File: src/rtl/led_pwm_driver.sv
`default_nettype none
// ============================================================================
//  Module      : led_pwm_driver
//  Description : Turns a 24-bit GRB colour word into three glitch-free PWM
//                outputs for a discrete RGB LED. A new word is held in a
//                pending buffer and applied only at a PWM period boundary,
//                so no runt period is ever produced.
//
//                A prescaler divides i_clk by PRESCALE to make PWM ticks.
//                An 8-bit period counter runs 0..254 on ticks, so one
//                period is 255 ticks. Channel lit = (counter < duty).
//
//                Optional build macro LED_PWM_FADE_EN:
//                  defined   - at each boundary every duty steps by one
//                              toward the last latched word, and the ack
//                              fires when all three channels arrive.
//                  undefined - duties jump to the new word at one boundary.
//
//  Ports       : i_clk         system clock
//                i_reset_n     synchronous active-low reset
//                i_led_data    colour word [23:16]=G [15:8]=R [7:0]=B
//                i_latch       one-cycle strobe, i_led_data valid
//                o_pwm_g/r/b   registered PWM pins (polarity ACTIVE_HIGH)
//                o_pending     a word is waiting for a period boundary
//                o_update_ack  one-cycle pulse after the duties reach the word
//
//  Revision    : 1.0  initial release
// ============================================================================
module led_pwm_driver #(
    parameter int PRESCALE    = 4,
    parameter bit ACTIVE_HIGH = 1'b1
) (
    input  logic        i_clk,
    input  logic        i_reset_n,
    input  logic [23:0] i_led_data,
    input  logic        i_latch,
    output logic        o_pwm_g,
    output logic        o_pwm_r,
    output logic        o_pwm_b,
    output logic        o_pending,
    output logic        o_update_ack
);

    // A one-bit prescaler is kept even for PRESCALE = 1; it simply stays 0.
    localparam int              PS_W     = (PRESCALE > 1) ? $clog2(PRESCALE) : 1;
    localparam logic [PS_W-1:0] PS_LAST  = PS_W'(PRESCALE - 1);
    localparam logic [7:0]      CNT_LAST = 8'd254;
    localparam logic            UNLIT    = ~ACTIVE_HIGH;

    typedef enum logic [0:0] {
        ST_IDLE    = 1'b0,
        ST_PENDING = 1'b1
    } state_t;

    state_t          state_q, state_d;
    logic [PS_W-1:0] presc_q, presc_d;
    logic [7:0]      cnt_q, cnt_d;
    logic [23:0]     duty_q, duty_d;
    logic [23:0]     pend_q, pend_d;
    logic            ack_q, ack_d;
    logic [2:0]      pwm_q, pwm_d;

    logic            w_tick;
    logic            w_boundary;

    // ------------------------------------------------------------------
    // Timebase: prescaler and period counter
    // ------------------------------------------------------------------
    assign w_tick     = (presc_q == PS_LAST);
    assign w_boundary = w_tick && (cnt_q == CNT_LAST);

    always_comb begin
        presc_d = w_tick ? '0 : presc_q + 1'b1;
        cnt_d   = cnt_q;
        if (w_tick) begin
            cnt_d = (cnt_q == CNT_LAST) ? 8'd0 : cnt_q + 8'd1;
        end
    end

    // ------------------------------------------------------------------
    // Compare stage, registered so the pins never glitch
    // ------------------------------------------------------------------
    always_comb begin
        pwm_d[2] = (cnt_q < duty_q[23:16]) ^ UNLIT;
        pwm_d[1] = (cnt_q < duty_q[15:8])  ^ UNLIT;
        pwm_d[0] = (cnt_q < duty_q[7:0])   ^ UNLIT;
    end

`ifdef LED_PWM_FADE_EN
    // ------------------------------------------------------------------
    // Fade: the pending register holds the target; duties creep toward it
    // one step per boundary. A latch on the boundary itself retargets and
    // takes the first step in the same cycle.
    // ------------------------------------------------------------------
    logic [23:0] w_tgt;
    logic [23:0] w_step;

    function automatic logic [7:0] step_toward(input logic [7:0] cur,
                                               input logic [7:0] tgt);
        logic [7:0] nxt;
        nxt = cur;
        if (cur < tgt) begin
            nxt = cur + 8'd1;
        end else if (cur > tgt) begin
            nxt = cur - 8'd1;
        end
        return nxt;
    endfunction

    always_comb begin
        w_tgt  = i_latch ? i_led_data : pend_q;
        w_step = {step_toward(duty_q[23:16], w_tgt[23:16]),
                  step_toward(duty_q[15:8],  w_tgt[15:8]),
                  step_toward(duty_q[7:0],   w_tgt[7:0])};
    end

    always_comb begin
        state_d = state_q;
        pend_d  = pend_q;
        duty_d  = duty_q;
        ack_d   = 1'b0;
        if (i_latch) begin
            pend_d  = i_led_data;
            state_d = ST_PENDING;
        end
        if (w_boundary && (i_latch || (state_q == ST_PENDING))) begin
            duty_d = w_step;
            if (w_step == w_tgt) begin
                state_d = ST_IDLE;
                ack_d   = 1'b1;
            end else begin
                state_d = ST_PENDING;
            end
        end
    end
`else
    // ------------------------------------------------------------------
    // Double buffer: a latch on the boundary bypasses the pending register
    // and goes straight to the active duties.
    // ------------------------------------------------------------------
    always_comb begin
        state_d = state_q;
        pend_d  = pend_q;
        duty_d  = duty_q;
        ack_d   = 1'b0;
        case (state_q)
            ST_IDLE: begin
                if (i_latch) begin
                    if (w_boundary) begin
                        duty_d = i_led_data;
                        ack_d  = 1'b1;
                    end else begin
                        pend_d  = i_led_data;
                        state_d = ST_PENDING;
                    end
                end
            end
            ST_PENDING: begin
                if (w_boundary) begin
                    duty_d  = i_latch ? i_led_data : pend_q;
                    ack_d   = 1'b1;
                    state_d = ST_IDLE;
                end else if (i_latch) begin
                    pend_d = i_led_data;
                end
            end
            default: begin
                state_d = ST_IDLE;
            end
        endcase
    end
`endif

    // ------------------------------------------------------------------
    // State registers
    // ------------------------------------------------------------------
    always_ff @(posedge i_clk) begin
        if (!i_reset_n) begin
            state_q <= ST_IDLE;
            presc_q <= '0;
            cnt_q   <= 8'd0;
            duty_q  <= 24'd0;
            pend_q  <= 24'd0;
            ack_q   <= 1'b0;
            pwm_q   <= {3{UNLIT}};
        end else begin
            state_q <= state_d;
            presc_q <= presc_d;
            cnt_q   <= cnt_d;
            duty_q  <= duty_d;
            pend_q  <= pend_d;
            ack_q   <= ack_d;
            pwm_q   <= pwm_d;
        end
    end

    assign o_pwm_g      = pwm_q[2];
    assign o_pwm_r      = pwm_q[1];
    assign o_pwm_b      = pwm_q[0];
    assign o_pending    = (state_q == ST_PENDING);
    assign o_update_ack = ack_q;

endmodule
`default_nettype wire
File: config.mk
export PLATFORM = sky130hd
export DESIGN_NAME = led_pwm_driver
export DESIGN_NICKNAME = d
export VERILOG_FILES = /design/src/rtl/led_pwm_driver.sv
export SDC_FILE = /design/constraint.sdc
export NUM_CORES = 1
export LEC_CHECK = 0
export ABC_AREA = 1
export CORE_MARGIN = 1
export CORE_UTILIZATION = 35
export DETAILED_ROUTE_END_ITERATION = 8
export PLACE_DENSITY = 0.61
export SKIP_CTS_REPAIR_TIMING = 1
export SLEW_MARGIN = 20
export SYNTH_ARGS = -nofsm -noshare
export SYNTH_HDL_FRONTEND = slang
export SYNTH_SLANG_ARGS = --single-unit
File: constraint.sdc
create_clock -name i_clk -period 1.6 [get_ports i_clk]
set_input_delay 0.48 -clock i_clk [delete_from_list [all_inputs] [get_ports i_clk]]
set_output_delay 0.48 -clock i_clk [all_outputs]
set_load 0.1 [all_outputs]
==> flow_metrics.env <==
export IMPL_outcome="finished with violations"
export IMPL_failed_checks="negative setup slack"
export IMPL_dieArea_sq_um=9740
export IMPL_post_synth_instance_area_sq_um=3270
export IMPL_cts_made_buffers=9
export IMPL_final_worst_setup_slack_ns=-0.0131
export IMPL_mostFrequentLayoutCells="sky130_fd_sc_hd__nand2_1 (158), sky130_fd_sc_hd__nor2_1 (111), sky130_fd_sc_hd__dfxtp_1 (60)"
export IMPL_dp_hpwl_microns=5040
export IMPL_placement_rows=34
export IMPL_r2r_startpoint="cnt_q[0]"
export IMPL_combinational_family_with_the_most_area_after_synthesis="simple AND/OR/NAND/NOR gates"
export IMPL_endpoint_type_of_the_worst_setup_path="register"
export IMPL_fp_coreArea_sq_um=8890
export IMPL_area_growth_syn_to_layout_pct=31.6
export IMPL_worst_ir_drop_vdd_mv=0.543
export IMPL_grt_use_total_pct=15.6
export IMPL_required_ns=1.87
export IMPL_sink_of_the_worst_hold_path="presc_q[0]"
export IMPL_detail_route_wl_per_cell_microns=11.5
export IMPL_count_of_cells_along_the_worst_hold_path=1
export IMPL_final_antenna_net_count=0
export IMPL_clkTransAtPathRegs_ns=0.07
export IMPL_finalNetCount=603
export IMPL_grt_pass1_wl_microns=12100
export IMPL_layout_worst_path_cycle_share_pct=101
export IMPL_gp_routability_congestion=0.831
export IMPL_synth_xor_area_share_pct=1.07
export IMPL_initial_antenna_violation_count=0
export IMPL_globalRouteOverflowTotal=0
export IMPL_cpMaxStageDelayCell="sky130_fd_sc_hd__dfxtp_2"
export IMPL_grt_pass1_vias=2731
export IMPL_cts_root_to_sink_buffers=2
export IMPL_reg2reg_setup_slack_ns=-0.01
export IMPL_dieHeight_microns=98.7
export IMPL_grt_setup_unrepaired="true"
export IMPL_whs_ns=0.433
export IMPL_clock_sink_count=63
export IMPL_hold_class="register to register"
export IMPL_io_pin_count=32
export IMPL_synth_compound_gate_area_share_pct=6.39
export IMPL_timing_critical_path_fanout_max=7
export IMPL_first_iter_violations=115
export IMPL_drt_pre_antenna_iters=6
export IMPL_layout_cells_most_common="sky130_fd_sc_hd__nand2_1"
export IMPL_buffer_ports_inserted=31
export IMPL_critical_path_most_common_cell="sky130_fd_sc_hd__buf_12"
export IMPL_drv_max_cap_violation_count=0
export IMPL_placedInstanceArea_sq_um=3890
export IMPL_r2r_end="duty_q[4]"
export IMPL_drc=0
export IMPL_num_antenna_cells=0
export IMPL_post_route_cell_area_sq_um=4310
export IMPL_powerDensity_nw_per_um2=810
export IMPL_crit_path_cell_trace="inv_2, ha_4, nand2_4, nor2_4, nand3_4, a21oi_4, buf_12, buf_12, buf_12, nor2_4, nor2_1"
export IMPL_ys_types=23
export IMPL_timing_hold_violations_final=0
export IMPL_data_arrival_time_of_the_critical_path_ns=1.88
export IMPL_cts_tree="built"
export IMPL_slew_limit_fails=0
export IMPL_criticalPathCategory="register to register"
export IMPL_postSynthRegisterBits=63
export IMPL_avgViaCountPerCell=4.51
export IMPL_yosys_warnings=0
export IMPL_postSynthCellCount=500
export IMPL_leak_nw=2.06
export IMPL_vias=2993
export IMPL_timing_slew_headroom_pct=83.6
export IMPL_clock_root_cell="sky130_fd_sc_hd__clkbuf_8"
export IMPL_timing_reg2reg_worst_path_depth=11
export IMPL_critPathMaxStageDelay_ns=0.33
export IMPL_timing_clock_skew_ns=0.00810
export IMPL_synth_simple_gate_area_share_pct=34.3
export IMPL_fraction_of_layout_instances_using_a_drive_strength_above_1_pct=13.1
export IMPL_fp_dieW_microns=98.7
export IMPL_synth_adder_area_share_pct=9.18
export IMPL_worst_setup_path_start_kind="register"
export IMPL_finalSetupViolCount=1
export IMPL_timing_worst_slew_pin_value_ns=0.243
export IMPL_worstHoldStart="presc_q[0]"
export IMPL_largest_net_degree_at_the_start_of_global_routing=41
export IMPL_post_route_wl_microns=7610
export IMPL_sequential_cell_area_fraction_in_the_yosys_report_pct=38.5
export IMPL_post_route_min_period_ns=1.61
export IMPL_yosys_mux_area_fraction_pct=0
export IMPL_insertion_delay_of_the_later_clocked_pin_in_the_worst_skew_pair_ns=0.34
export IMPL_ctsHtreeMaxLevel=3
export IMPL_avgSynthCellArea_sq_um=6.54
export IMPL_initial_utilization_pct=36.8
export IMPL_timing_fmax_ghz=0.620
export IMPL_synth_nets=551
worst max path at each step:
stage               startpoint    endpoint  slack (ns)
floorplan            o_pending  pend_q[16]        0.01
global placement       i_latch   duty_q[9]       -0.28
detailed placement     i_latch  duty_q[19]       -0.28
CTS                   cnt_q[0]   duty_q[4]       -0.05
global route           i_latch   pend_q[6]       -0.07
finish                cnt_q[0]   duty_q[4]       -0.01
report_power, final:
group | switching [mW] | total [mW] | internal (mW)
Combinational | 0.227 | 0.414 | 0.186
Clock | 0.611 | 1.40 | 0.794
Sequential | 0.0338 | 1.67 | 1.64
Total | 0.872 | 3.49 | 2.62
stage by stage:
stage | cells | TNS (ns) | util (%) | setup WS [ns] | power [mW]
after floorplan | 500 | 0 | - | 0.0102 | 1.94
after global placement | 642 | -10.46 | 43.8 | -0.275 | 2.09
after detailed placement | 642 | -11.10 | 43.8 | -0.281 | 2.10
after CTS | 657 | -0.201 | 46.0 | -0.0476 | 3.50
after global routing | 664 | -0.564 | 48.4 | -0.0697 | 3.65
final | 664 | -0.0131 | 48.4 | -0.0131 | 3.49
layer usage:
layer	track usage, %	vias to the layer above	part of all wire [%]
met3	2.77	14	3.1
met1	20.5	1318	50
met4	8.27	0	2.2
met5	0	-	0
met2	24.6	48	44
li1	-	1613	-
critical path: cells and delay by family, from the launching register on:
family | cells | cell delay (ns)
flip-flops | 1 | 0.33
buffers and inverters | 4 | 0.49
AND/OR/NAND/NOR | 5 | 0.44
AO/OA/AOI/OAI | 1 | 0.16
adder cells (fa/ha/maj) | 1 | 0.13
registers in the layout, indices dropped and copies added, names as in the netlist:
register and flops:
o_update_ack 1, pwm_q 3, presc_q 2, cnt_q 8
duty_q 24, o_pending 1, pend_q 24
kinds of logic after synthesis:
logic type | Yosys count
AO/OA/AOI/OAI | 39
AND/OR/NAND/NOR | 292
flip-flops | 63
buffers and inverters | 78
adder cells (fa/ha/maj) | 24
XOR/XNOR | 4
cell type report:
cell class                      instances  area, sq um
Fill cell                             886         4590
Timing Repair Buffer                   62          743
Sequential cell                        63         1260
Inverter                               57          214
Multi-Input combinational cell        359         1750
Clock inverter                          3         42.5
Clock buffer                           12          155
Tap cell                              108          135
synth_stat cells (all sizes together):
cell type / number / area (sq um)
dfxtp: 63 / 1260
nand2: 163 / 612
nand3: 6 / 35.0
inv: 57 / 214
buf: 16 / 110
a21oi: 11 / 58.8
a22oi: 1 / 7.51
xnor2: 1 / 8.76
nand4: 1 / 6.26
nor3b: 2 / 15.0
o21ai: 24 / 120
nor2: 120 / 455
o21a: 3 / 22.5
ha: 24 / 300
xor2: 3 / 26.3
clkbuf: 5 / 18.8
Note: power is estimated with default switching activity, not from simulation.
